### src/rtl/round_pipe.sv
`default_nettype none
// ============================================================================
// Module   : round_pipe
// Brief    : Two-stage IEEE-style rounding pipeline with valid/ready handshake.
// Revision : 1.0 - initial release
// ============================================================================
module round_pipe #(
    parameter int FRAC_W = 23,
    parameter int EXP_W  = 8
) (
    input  logic              clk,
    input  logic              rst_n,
    input  logic              in_valid,
    output logic              in_ready,
    input  logic              in_sign,
    input  logic [EXP_W-1:0]  in_exp,
    input  logic [FRAC_W-1:0] in_frac,
    input  logic [2:0]        in_grs,
    input  logic [1:0]        in_mode,
    output logic              out_valid,
    input  logic              out_ready,
    output logic              out_sign,
    output logic [EXP_W-1:0]  out_exp,
    output logic [FRAC_W-1:0] out_frac,
    output logic              out_inexact,
    output logic              out_overflow
);

    localparam logic [EXP_W-1:0] c_EXP_ONES = '1;
    localparam logic [EXP_W-1:0] c_EXP_ONE  = {{(EXP_W-1){1'b0}}, 1'b1};
    localparam logic [1:0]       c_RNE      = 2'b00;
    localparam logic [1:0]       c_RTZ      = 2'b01;
    localparam logic [1:0]       c_RUP      = 2'b10;

    logic              s1_valid_q, s1_valid_d;
    logic              s1_sign_q;
    logic [EXP_W-1:0]  s1_exp_q;
    logic [FRAC_W-1:0] s1_frac_q;
    logic              s1_up_q;
    logic              s1_inexact_q;

    logic              s2_valid_q, s2_valid_d;
    logic              s2_sign_q;
    logic [EXP_W-1:0]  s2_exp_q;
    logic [FRAC_W-1:0] s2_frac_q;
    logic              s2_inexact_q;
    logic              s2_overflow_q;

    logic              w_pass;
    logic              w_any;
    logic              w_mode_up;
    logic              w_s2_load;
    logic [FRAC_W:0]   w_sum;
    logic [EXP_W-1:0]  w_exp_inc;
    logic [EXP_W-1:0]  w_exp_d;
    logic [FRAC_W-1:0] w_frac_d;
    logic              w_ovf_d;

    // An all-ones exponent is Inf/NaN and is forwarded without rounding.
    assign w_pass = (in_exp == c_EXP_ONES);
    assign w_any  = |in_grs;

    always_comb begin
        w_mode_up = 1'b0;
        case (in_mode)
            c_RNE:   w_mode_up = in_grs[2] & (in_grs[1] | in_grs[0] | in_frac[0]);
            c_RTZ:   w_mode_up = 1'b0;
            c_RUP:   w_mode_up = ~in_sign & w_any;
            default: w_mode_up = in_sign & w_any;
        endcase
    end

    assign w_s2_load = s1_valid_q && (!s2_valid_q || out_ready);
    assign in_ready  = !s1_valid_q || w_s2_load;

    always_comb begin
        s1_valid_d = s1_valid_q;
        if (in_ready) begin
            s1_valid_d = in_valid;
        end
        s2_valid_d = s2_valid_q;
        if (w_s2_load) begin
            s2_valid_d = 1'b1;
        end else if (out_ready) begin
            s2_valid_d = 1'b0;
        end
    end

    assign w_sum     = {1'b0, s1_frac_q} + {{FRAC_W{1'b0}}, s1_up_q};
    assign w_exp_inc = s1_exp_q + c_EXP_ONE;
    // A carry out of the fraction renormalises to 1.0 x 2^(e+1).
    assign w_frac_d  = w_sum[FRAC_W] ? '0 : w_sum[FRAC_W-1:0];
    assign w_exp_d   = w_sum[FRAC_W] ? w_exp_inc : s1_exp_q;
    assign w_ovf_d   = w_sum[FRAC_W] && (w_exp_inc == c_EXP_ONES);

    always_ff @(posedge clk or negedge rst_n) begin
        if (!rst_n) begin
            s1_valid_q    <= 1'b0;
            s1_sign_q     <= 1'b0;
            s1_exp_q      <= '0;
            s1_frac_q     <= '0;
            s1_up_q       <= 1'b0;
            s1_inexact_q  <= 1'b0;
            s2_valid_q    <= 1'b0;
            s2_sign_q     <= 1'b0;
            s2_exp_q      <= '0;
            s2_frac_q     <= '0;
            s2_inexact_q  <= 1'b0;
            s2_overflow_q <= 1'b0;
        end else begin
            s1_valid_q <= s1_valid_d;
            s2_valid_q <= s2_valid_d;
            if (in_ready && in_valid) begin
                s1_sign_q    <= in_sign;
                s1_exp_q     <= in_exp;
                s1_frac_q    <= in_frac;
                s1_up_q      <= w_mode_up & ~w_pass;
                s1_inexact_q <= w_any & ~w_pass;
            end
            if (w_s2_load) begin
                s2_sign_q     <= s1_sign_q;
                s2_exp_q      <= w_exp_d;
                s2_frac_q     <= w_frac_d;
                s2_inexact_q  <= s1_inexact_q;
                s2_overflow_q <= w_ovf_d;
            end
        end
    end

    assign out_valid    = s2_valid_q;
    assign out_sign     = s2_sign_q;
    assign out_exp      = s2_exp_q;
    assign out_frac     = s2_frac_q;
    assign out_inexact  = s2_inexact_q;
    assign out_overflow = s2_overflow_q;

endmodule
`default_nettype wire

### config.mk
export PLATFORM = sky130hd
export DESIGN_NAME = round_pipe
export DESIGN_NICKNAME = d
export VERILOG_FILES = /design/src/rtl/round_pipe.sv
export SDC_FILE = /design/constraint.sdc
export NUM_CORES = 1
export LEC_CHECK = 0
export ABC_AREA = 1
export CAP_MARGIN = 0
export CELL_PAD_IN_SITES_DETAIL_PLACEMENT = 0
export CELL_PAD_IN_SITES_GLOBAL_PLACEMENT = 1
export CORE_ASPECT_RATIO = 1.2
export CORE_MARGIN = 4
export CORE_UTILIZATION = 35
export DETAILED_ROUTE_END_ITERATION = 8
export PLACE_DENSITY_LB_ADDON = 0.1
export SLEW_MARGIN = 5
export SYNTH_ARGS = -nofsm -noshare
export SYNTH_HDL_FRONTEND = slang
export SYNTH_SLANG_ARGS = --single-unit
export TNS_END_PERCENT = 50
### constraint.sdc
create_clock -name clk -period 3.65 [get_ports clk]
set_input_delay 0.5475 -clock clk [delete_from_list [all_inputs] [get_ports clk]]
set_output_delay 0.5475 -clock clk [all_outputs]
set_load 0.05 [all_outputs]
Word level (Yosys, flattened, before mapping)

Index checks and enable logic that the tools add are counted.

Input port bits: 41
Register bits after elaboration: 70
Logic and storage cells: 42
Output and inout bits: 36

Reduce and logical (&&, ||, !) cells: 10
$add $sub $neg: 2
Eq/ne operators: 4
Bitwise gates (word level): 9
Multiplexer cells: 5

Operators with widths:

| cell                                                                  | number |
|---|---|
| 23-bit by 1-bit adder with 24-bit output                              | 1 |
| 23-bit two-way mux                                                    | 1 |
| 8-bit equality test, second input constant                            | 2 |
| 8-bit by 1-bit adder with 8-bit output, second input constant         | 1 |
| 8-bit two-way mux                                                     | 1 |
| 1-bit bitwise AND                                                     | 5 |
| 1-bit logical AND                                                     | 3 |
| 1-bit one-hot mux with 3 select lines                                 | 1 |
| 3-bit OR reduction                                                    | 1 |
| 2-bit by 1-bit equality test with 1-bit output, second input constant | 1 |
| 2-bit equality test, second input constant                            | 1 |
| 1-bit zero test                                                       | 2 |
| 2-bit zero test                                                       | 1 |
| 1-bit logical OR                                                      | 2 |
| 1-bit two-way mux                                                     | 2 |
| 1-bit NOT                                                             | 2 |
| 1-bit OR                                                              | 2 |
| 2-bit nonzero test                                                    | 1 |

Logic depth before layout (Yosys ltp)

Gate-level depths: netlist of the first run.

Depth in word-level cells: 5
Depth in mapped cells: 11
Depth with buffers taken out: 10

Worst setup path after synthesis of the first run

Ideal clock, no wire load.

Path kind: register to register
Start point: register s2_valid_q (netlist: out_valid)
End point: register s1_up_q
Setup time: 0.128 ns
Stages on the path, launching flop included: 7
Period minus slack after synthesis: 2.093 ns
Arrival: 1.965 ns
Buffers on the path: 1
Setup slack: 1.557 ns
Data required time: 3.522 ns
Path through: dfrtp_1 > nand3_1 > nand2_2 > inv_2 > buf_2 > o21ai_1 > o21ai_0

Word-level cells in the longest chain between the ends: 5

Ends and longest elaborated chain:

| element                | line | source |
|---|---|---|
| start, declared        | 42   | `logic s2_valid_q, s2_valid_d;` |
| start signal, assigned | 112  | `s2_valid_q <= s2_valid_d;` |
| 1-bit zero test        | 73   | `assign w_s2_load = s1_valid_q && (!s2_valid_q \|\| out_ready);` |
| 1-bit logical OR       | 73   |  |
| 1-bit logical AND      | 73   |  |
| 1-bit logical OR       | 74   | `assign in_ready = !s1_valid_q \|\| w_s2_load;` |
| via in_ready           | 14   | `output logic in_ready,` |
| 1-bit logical AND      | 113  | `if (in_ready && in_valid) begin` |
| end signal, assigned   | 117  | `s1_up_q <= w_mode_up & ~w_pass;` |
| end, declared          | 39   | `logic s1_up_q;` |

The timed path passes the listed nets, and every way through them passes these cells.
A chain may end at the register's enable or synchronous reset.

Worst setup path after layout of the first run

Start point: input port out_ready
End point: output port in_ready

Word-level cells in the longest chain between the ends: 3

Ends and longest elaborated chain:

| element           | line | source |
|---|---|---|
| start, declared   | 21   | `input logic out_ready,` |
| 1-bit logical OR  | 73   |  |
| 1-bit logical AND | 73   |  |
| 1-bit logical OR  | 74   |  |
| end, declared     | 14   |  |

No other way between the ends.

==> results of run 1 <==
[layer usage]
layer	vias to the layer above	wire, um	track usage, %
met5	-	0	0
met4	0	188	6.98
met3	16	369	4.01
met2	58	4900	28.6
met1	1536	4340	20.9
li1	1674	-	-
[registers in the layout, summed over array words and instances, names as in the netlist]
| name | cells |
|---|---|
| out_frac | 23 |
| s1_frac_q | 23 |
| out_exp | 8 |
| s1_exp_q | 8 |
| out_inexact | 1 |
| out_overflow | 1 |
| out_sign | 1 |
| out_valid | 1 |
| s1_inexact_q | 1 |
| s1_sign_q | 1 |
| s1_up_q | 1 |
| s1_valid_q | 1 |
[cells by family (layout without fill, tap and decap cells)]
logic type	count (synthesis)	after routing
fa+ha+maj	4	4
simple gates	312	312
compound gates	39	39
buf+inv	49	128
flops	70	70
xor+xnor	10	10
[cell usage in the layout, fill, tap and decap left out, drive strengths merged, types with 2 or more instances in the layout]
cell,n
nand2,224
clkdlybuf4s50,75
dfrtp,70
nor2,39
inv,35
o21ai,35
nand3,29
nand4,10
clkbuf,10
xor2,6
buf,5
nand3b,4
xnor2,4
ha,4
or2,3
a21oi,2
and2,2
clkinv,2
[synthesized netlist by cell type (4+ instances only)]
| cell | instances |
|---|---|
| clkbuf_1 | 8 |
| dfrtp_1 | 70 |
| ha_1 | 4 |
| inv_1 | 33 |
| nand2_1 | 213 |
| nand2_2 | 7 |
| nand2_4 | 4 |
| nand3_1 | 29 |
| nand3b_1 | 4 |
| nand4_1 | 10 |
| nor2_1 | 31 |
| nor2_4 | 4 |
| o21ai_0 | 28 |
| o21ai_1 | 7 |
| xnor2_1 | 4 |
| xor2_1 | 6 |
[worst max path at each step]
stage | start | end | slack (ns) | cells after the start
after floorplan | out_valid$_DFFE_PN0P_ | s1_up_q$_DFFE_PN0P_ | 1.56 | 6
after global placement | out_ready | in_ready | 1.11 | 4
after detailed placement | out_ready | s1_frac_q[20]$_DFFE_PN0P_ | 1.08 | 8
after CTS | out_ready | in_ready | 1.09 | 4
after global routing | out_ready | in_ready | 1.03 | 4
final | out_ready | in_ready | 1.10 | 4
[metrics by stage]
stage,cells,utilization [%]
4_1_cts,689,47.3
3_3_place_gp,677,44.8
6_report,689,47.3
3_5_place_dp,677,44.8
5_1_grt,689,47.3
2_1_floorplan,484,-
[report_power, final]
part | switching (mW) | internal [mW]
clock | 0.309 | 0.461
combinational | 0.653 | 0.333
sequential | 0.128 | 0.937
[worst reg2reg max path, delay by kind of cell, from the launching register on]
| family | cells | cell delay, ns |
|---|---|---|
| and+or+nand+nor | 2 | 0.41 |
| AOI/OAI and AO/OA | 1 | 0.11 |
| DFF | 1 | 0.41 |
| buffers and inverters | 2 | 0.84 |
[final cells by class]
class,count,share of cell area (%)
tap,126,3.30
multi-input combinational,365,35.5
timing repair buffer,80,16.4
sequential,70,36.6
inverter,36,2.85
clock buffer,10,5.00
clock inverter,2,0.262
==> metrics.md, run 1 <==
| Metric | Value |
|---|---|
| Num rows | `40` |
| DRC viols | `0` |
| Vias | `3284` |
| Setup WS post-layout | `1.10 ns` |
| Sequential Area | `1750 sq um` |
| Post-DP HPWL | `7.18 mm` |
| Fin nets | `607` |
| R2R Setup Slk | `around 1.8 ns` |
| Setup tns final | `0 ns` |
| Synth area leader | `dfrtp_1` |
| Largest net degree at the start of global routing | `71` |
| CTS tree | `yes` |
| Seq/Total Area, Yosys | `47.9%` |
| Finish-stage setup viols | `0` |
| Die H | `120 um` |
| Hold WC Path Type | `in2async` |
| Vias in the first global route | `3365` |
| Buf/Inv on CP | `3` |
| Core Footprint | `around 10000 sq um` |
| Status | `finished, final reports clean` |
| WL final | `9.80 mm` |
| Final Max Slew Viols | `0` |
| CP most frequent cell | `clkdlybuf4s50_1` |
| Unrepaired setup endpoints after global routing | `false` |
| Required @ worst endpoint | `3.10 ns` |
| CTS Buf Count | `9` |
| Antenna Cells | `0` |
| Top Family by Delay on Critical Path | `buffers and inverters` |
| Largest family of logic cells by synthesized area | `simple AND/OR/NAND/NOR gates` |
| Io pins | `77` |
| Main synth FF type | `dfrtp_1` |
| Multi-input gate area | `1700 sq um` |
| Root Buffer | `clkbuf_16` |
| Crit start category | `input pin` |
| First-pass GRT wire length | `16.2 mm` |
| Compound-Gate Fraction of Synth Area | `5.44%` |
| Critical register-to-register path startpoint | `out_valid$_DFFE_PN0P_` |
| Slowest stage delay, CP | `0.82 ns` |
| Fillers | `approximately 1000` |
| Crit end category | `primary output` |
| Post-CTS Setup Bufs | `0` |
| Wire per inst | `14.2 um` |
| Final hold vios | `0` |
| Worst Skew | `0.00526 ns` |
| Async set-reset flop share out of synthesis | `100%` |
| Die ar. | `roughly 12000 sq um` |
| Max Clk Rate | `0.392 GHz` |
| Syn Nets | `529` |
| Worst slew margin | `39.7%` |
| Gate Count Post-Synth | `484` |
| Antenna Nets Post-Route | `0` |
| # clock sinks | `70` |
| Synth top area share | `47.9%` |
| Starting density of the core | `36.2%` |
| Max Cap Violations | `0` |
| XOR/XNOR Fraction of Synth Area | `around 2.4%` |
| H-tree levels | `3` |
| Synthesis-stage register bit count | `70` |
| Post-CTS Hold Buffers | `0` |
| Drt initial violations | `123` |
| Pwr per Cell Area | `590 nW/um^2` |
| Slowest-stage cell, CP | `clkdlybuf4s50_1` |
| Number of synthesized flops with an enable pin | `0` |
| Tot GR Track Use | `between 10% and 20%` |
| Worst-margin pin slew | `0.904 ns` |
| Final period util | `69.8%` |
| Worst path cell trace | `clkdlybuf4s50_1 > inv_1 > nand3_1 > clkdlybuf4s50_1` |
| Ratio of cells with drive above 1 in the final layout | `under 10%` |
| Antenna violations before repair | `0` |
| Post-synthesis mux area share | `0%` |
| CTS clk-pin slew, worst paths | `0.05 ns` |
| WS Path Type | `in2out` |
| Tot Pwr | `2.82 mW` |
| Syn Area/Cell | `7.55 sq um` |
| Vias per std cell | `4.77` |
| Fin Hold WS | `0.432 ns` |
| Clock latency at the later pin of the worst-skew pair | `0.33 ns` |
| Leakage power | `2.32 nW` |
| Worst r2r dst | `s1_frac_q[20]$_DFFE_PN0P_` |
| Design area | `4780 sq um` |
| DP Area | `4530 sq um` |
| Main area contributors after synthesis | `dfrtp_1 (48%), nand2_1 (22%), nand3_1 (4.0%)` |
| Routability cong. | `0.825` |
| Crit Path Max Fanout | `3` |
| Cell depth of the worst flop-to-flop path | `5` |
| Mapped Area | `3650 sq um` |
| Worst-case clock buffer depth | `2` |
| YS warnings | `0` |
| Dpl ws | `1.08 ns` |
| IO buf count | `76` |
| DRT Pass-1 Iters | `5` |
| Post-cts sizing count | `0` |
| Post-Synth Adder-Cell Area | `1.37%` |
| Synthesized-area fraction occupied by and/or/nand/nor cells | `37.3%` |
| Total gr overflow | `0` |
| Die X | `101 um` |
| Worst EP arrival | `approximately 2.0 ns` |
| Cell variety after synth | `28` |
| Minimum clock period | `2.55 ns` |
| Worst VDD drop | `between 200 and 300 uV` |
| Area growth syn-to-layout | `30.8%` |
No activity file was read; power rests on OpenSTA's default activity.
==> run 2, diff against run 1 <==
==> constraint.sdc (replaced) <==
create_clock -name clk -period 2.6 [get_ports clk]
set_input_delay 0.39 -clock clk [delete_from_list [all_inputs] [get_ports clk]]
set_output_delay 0.39 -clock clk [all_outputs]
set_load 0.05 [all_outputs]
==> metrics.md, run 2 (synthesis gave the netlist of run 1 again) <==
| Metric | Value |
|---|---|
| Status | `finished, final reports clean` |
| Setup tns final | `0 ns` |
| Worst Skew | `0.00703 ns` |
| Vias per std cell | `4.77` |
| DRT Pass-1 Iters | `4` |
| Crit Path Max Fanout | `4` |
| Leakage power | `about 2.4 nW` |
| Worst-margin pin slew | `0.731 ns` |
| Slowest-stage cell, CP | `clkdlybuf4s50_1` |
| Crit start category | `flop` |
| DRC viols | `0` |
| Worst-case clock buffer depth | `2` |
| Antenna violations before repair | `0` |
| Core Footprint | `10100 sq um` |
| Worst path cell trace | `clkdlybuf4s50_1` |
| Post-DP HPWL | `7.29 mm` |
| Required @ worst endpoint | `2.21 ns` |
| Top Family by Delay on Critical Path | `buffers and inverters` |
| Vias | `3313` |
| Met2 Track Usage GR | `29.2%` |
| Drt initial violations | `112` |
| Worst EP arrival | `1.54 ns` |
| Largest net degree at the start of global routing | `43` |
| Crit end category | `primary output` |
| Unrepaired setup endpoints after global routing | `false` |
| Most frequent cells in the layout | `nand2_1 (213), clkdlybuf4s50_1 (74), dfrtp_1 (70)` |
| Internal power | `2.46 mW` |
| Critical register-to-register path startpoint | `s1_frac_q[0]$_DFFE_PN0P_` |
| CTS tree | `yes` |
| Total gr overflow | `0` |
| Clock latency at the later pin of the worst-skew pair | `0.33 ns` |
| Hold WC Path Type | `in2async` |
| Starting density of the core | `36.2%` |
| CTS clk-pin slew, worst paths | `0.06 ns` |
| Sw frac | `38.5%` |
| Met3 usage | `~2.7%` |
| WS Path Type | `reg2out` |
| Worst VDD drop | `400 uV` |
| IO buf count | `76` |
| Sw Pwr | `1.54 mW` |
| Buf/Inv on CP | `1` |
| Finish-stage setup viols | `0` |
| Die ar. | `12100 sq um` |
| Wire per inst | `13.8 um` |
| CTS Buf Count | `9` |
| Io pins | `77` |
| Post-cts sizing count | `0` |
| Minimum clock period | `1.93 ns` |
| Num rows | `40` |
| WL final | `slightly below 10 mm` |
| Die X | `between 100 and 150 um` |
| Tot Pwr | `3.99 mW` |
| Pwr per Cell Area | `826 nW/um^2` |
| Post-CTS Hold Buffers | `0` |
| Post-CTS Setup Bufs | `0` |
| Root Buffer | `clkbuf_16` |
| M1 GR Usage | `21.9%` |
| Final hold vios | `0` |
| Area growth syn-to-layout | `32.4%` |
| Final period util | `74.2%` |
| Max Cap Violations | `0` |
| First-pass GRT wire length | `16.5 mm` |
| # clock sinks | `70` |
| Logic pwr share | `34.9%` |
| Max Clk Rate | `roughly 0.52 GHz` |
| Seq pwr share | `37.4%` |
| Leading cell type in the layout, fill and taps excluded | `nand2_1` |
| Worst slew margin | `about half` |
| Fin nets | `609` |
| Crit path from | `out_valid$_DFFE_PN0P_` |
| Routability cong. | `roughly 0.86` |
| Final Max Slew Viols | `0` |
| H-tree levels | `3` |
| Clock power frac | `between 20% and 30%` |
| Fillers | `roughly 1000` |
| Tot GR Track Use | `17.3%` |
| Die H | `about 120 um` |
| Ratio of cells with drive above 1 in the final layout | `8.26%` |
| Most crowded layer after global routing | `met2` |
| Vias in the first global route | `3349` |
| Antenna Nets Post-Route | `0` |
| Antenna Cells | `0` |
| Slowest stage delay, CP | `0.82 ns` |
==> run 2: changes by cell type in the layout (fill, tap and decap cells not counted), sizes merged <==
| cell | change |
|---|---|
| clkbuf | +2 |
| buf | +3 |
| clkinv | +2 |
| clkdlybuf4s50 | -1 |
==> run 2: final cells by class <==
class,instances,area [sq um],area share [%]
clock inverter,4,22.5,0.466
tap,126,158,3.26
inverter,36,136,2.82
sequential,70,1750,36.2
timing repair buffer,82,823,17.0
multi-input combinational,365,1700,35.1
clock buffer,12,246,5.10
==> run 2: worst paths after layout <==
path / endpoint / slack (ns) / depth (start not counted)
worst max-delay path: out_valid / 0.67 / 1
min in group clk: out_frac[18]$_DFFE_PN0P_ / 0.47 / 2
worst min register to register: out_frac[18]$_DFFE_PN0P_ / 0.47 / 2
worst max register to register: out_frac[8]$_DFFE_PN0P_ / 0.83 / 8
worst min-delay path: out_sign$_DFFE_PN0P_ / 0.12 / 1
max in group asynchronous: out_frac[1]$_DFFE_PN0P_ / 1.82 / 2
==> run 2: power by group through the flow <==
stage / combinational [mW] / clock (mW) / sequential (mW)
6_report: 1.39 / 1.11 / 1.49
5_1_grt: 1.51 / 1.19 / 1.53
4_1_cts: 1.42 / 1.14 / 1.50
3_5_place_dp: 1.41 / 0 / 1.51
3_3_place_gp: 1.41 / 0 / 1.51
2_1_floorplan: 0.391 / 0 / 1.99
==> run 2: metrics by stage <==
| step | setup WS, ns | utilization, % | instance area (sq um) | instances | hold WS (ns) |
|---|---|---|---|---|---|
| finish | 0.670 | 47.8 | 4840 | 695 | 0.119 |
| global route | 0.606 | 47.8 | 4840 | 695 | 0.178 |
| CTS | 0.646 | 47.8 | 4840 | 695 | 0.146 |
| detailed placement | 0.712 | 45.2 | 4570 | 679 | 0.464 |
| global placement | 0.722 | 45.2 | 4570 | 679 | 0.462 |
| floorplan | 0.507 | - | 3650 | 484 | 0.0944 |
==> run 2: layer usage <==
metal | part of all wire, % | wire, um | vias to the layer above
met5 | 0 | 0 | -
met4 | 2.0 | 194 | 0
met3 | 3.4 | 330 | 16
met2 | 50 | 4800 | 56
met1 | 45 | 4280 | 1556
li1 | - | - | 1685
==> run 3, diff against run 2 <==
==> constraint.sdc (replaced) <==
create_clock -name clk -period 1.9 [get_ports clk]
set_input_delay 0.285 -clock clk [delete_from_list [all_inputs] [get_ports clk]]
set_output_delay 0.285 -clock clk [all_outputs]
set_load 0.05 [all_outputs]
==> metrics.md, run 3 (synthesis gave the netlist of run 1 again) <==
| Metric | Value |
|---|---|
| Max Clk Rate | `0.542 GHz` |
| Die ar. | `12100 sq um` |
| Leading cell type in the layout, fill and taps excluded | `nand2_1` |
| Worst r2r dst | `out_frac[8]$_DFFE_PN0P_` |
| Die X | `slightly above 100 um` |
| Non-Filler Instances | `700` |
| Total gr overflow | `0` |
| Setup tns final | `0 ns` |
| Antenna Nets Post-Route | `0` |
| Routability cong. | `0.792` |
| Slowest-stage cell, CP | `clkdlybuf4s50_1` |
| Tot GR Track Use | `17.3%` |
| CTS Buf Count | `9` |
| Logic pwr share | `about 33%` |
| Area growth syn-to-layout | `34.7%` |
| Post-CTS Setup Bufs | `0` |
| Sw Pwr | `2.13 mW` |
| Minimum clock period | `1.84 ns` |
| Sw frac | `roughly 37%` |
| Wire per inst | `13.8 um` |
| DP Area | `between 4000 and 5000 sq um` |
| DRC viols | `0` |
| Worst path cell trace | `clkdlybuf4s50_1` |
| H-tree levels | `3` |
| Worst EP arrival | `1.56 ns` |
| Clock latency at the later pin of the worst-skew pair | `0.33 ns` |
| WL final | `around 9.7 mm` |
| Design area | `between 4000 and 5000 sq um` |
| # clock sinks | `70` |
| Unrepaired setup endpoints after global routing | `false` |
| Starting density of the core | `36.2%` |
| Post-DP HPWL | `between 7 and 8 mm` |
| Hold WC Path Type | `in2async` |
| Crit Path Max Fanout | `4` |
| WS Path Type | `reg2out` |
| Final period util | `97.0%` |
| Cell depth of the worst flop-to-flop path | `8` |
| Root Buffer | `clkbuf_16` |
| Core Footprint | `10100 sq um` |
| Placed cells | `between 600 and 700` |
| CTS tree | `yes` |
| Status | `finished, final reports clean` |
| Top Family by Delay on Critical Path | `buffers and inverters` |
| Antenna Cells | `0` |
| Crit start category | `flop` |
| Fin Hold WS | `0.265 ns` |
| Clock power frac | `approximately a third` |
| Worst slew margin | `65.8%` |
| Num rows | `40` |
| Ratio of cells with drive above 1 in the final layout | `10.8%` |
| Slowest stage delay, CP | `0.83 ns` |
| Worst-case clock buffer depth | `2` |
| Seq pwr share | `about a third` |
| Worst-margin pin slew | `a little over 0.5 ns` |
| Largest net degree at the start of global routing | `38` |
| Pwr per Cell Area | `1180 nW/um^2` |
| Die H | `120 um` |
| Vias in the first global route | `3448` |
| Finish-stage setup viols | `0` |
| Critical register-to-register path startpoint | `s1_frac_q[0]$_DFFE_PN0P_` |
| Vias per std cell | `4.68` |
| Final hold vios | `0` |
| Leakage power | `2.42 nW` |
| Post-layout util | `48.7%` |
| Most frequent cells in the layout | `nand2_1 (213), dfrtp_1 (70), clkdlybuf4s50_1 (66)` |
| Required @ worst endpoint | `1.62 ns` |
| CTS clk-pin slew, worst paths | `0.06 ns` |
| Worst Skew | `0.00658 ns` |
| Vias | `3276` |
| Tot Pwr | `5.79 mW` |
| IO buf count | `76` |
| First-pass GRT wire length | `16.7 mm` |
| Crit path from | `out_valid$_DFFE_PN0P_` |
| R2R Setup Slk | `roughly 0.25 ns` |
| Buf/Inv on CP | `1` |
| Fin nets | `615` |
| Fillers | `1055` |
| Internal power | `3.66 mW` |
| Io pins | `between 70 and 80` |
| Drt initial violations | `168` |
| Max Cap Violations | `0` |
| DRT Pass-1 Iters | `4` |
| Dpl ws | `0.183 ns` |
| Final Max Slew Viols | `0` |
| Crit end category | `primary output` |
| Worst VDD drop | `601 uV` |
| Antenna violations before repair | `0` |
| Setup WS post-layout | `0.0561 ns` |
==> run 3: cell types whose count changed in the layout (fill, tap and decap cells not counted) <==
| cell | change |
|---|---|
| nand3_2 | +1 |
| dlygate4sd3_1 | +1 |
| nand3_1 | -1 |
| clkbuf_8 | +1 |
| clkinv_2 | -1 |
| clkbuf_1 | -2 |
| clkinvlp_4 | -1 |
| buf_4 | +13 |
| clkdlybuf4s50_1 | -8 |
| bufinv_16 | +2 |
==> run 3: cell type report <==
class,count,area [sq um],share of cell area [%]
Clock inverter,4,70.1,1.42
Multi-Input combinational cell,365,1700,34.6
Timing Repair Buffer,88,851,17.3
Tap cell,126,158,3.20
Sequential cell,70,1750,35.6
Clock buffer,11,253,5.13
Inverter,36,136,2.77
==> run 3: metal layers <==
layer | vias up | GRT usage (%) | routed length, um
li1 | 1687 | - | -
met1 | 1521 | 21.7 | 4210
met2 | 55 | 29.8 | 5000
met3 | 13 | 3.14 | 296
met4 | 0 | 5.57 | 153
met5 | - | 0 | 0
==> run 3: timing repair <==
| action | in CTS | in global routing |
|---|---|---|
| endpoints found under the setup margin | 0 | 0 |
| resized for setup | 0 | 0 |
| hold endpoints to repair | 1 | 0 |
| hold buffers | 1 | 0 |
==> run 3: worst max-delay path by stage <==
stage | to | slack [ns] | cells after the start
2_1_floorplan | s1_up_q$_DFFE_PN0P_ | 0.04 | 6
3_3_place_gp | out_overflow$_DFFE_PN0P_ | 0.20 | 10
3_5_place_dp | out_frac[14]$_DFFE_PN0P_ | 0.18 | 6
4_1_cts | out_valid | 0.03 | 1
5_1_grt | out_valid | 0.02 | 1
6_report | out_valid | 0.06 | 1
==> run 3: power groups by stage <==
| stage | Combinational [mW] | Clock (mW) | Sequential, mW |
|---|---|---|---|
| after floorplan | 0.536 | 0 | 2.73 |
| after global placement | 1.93 | 0 | 2.07 |
| after detailed placement | 1.95 | 0 | 2.07 |
| after CTS | 1.95 | 1.86 | 2.05 |
| after global routing | 2.08 | 1.93 | 2.09 |
| final | 1.92 | 1.82 | 2.05 |
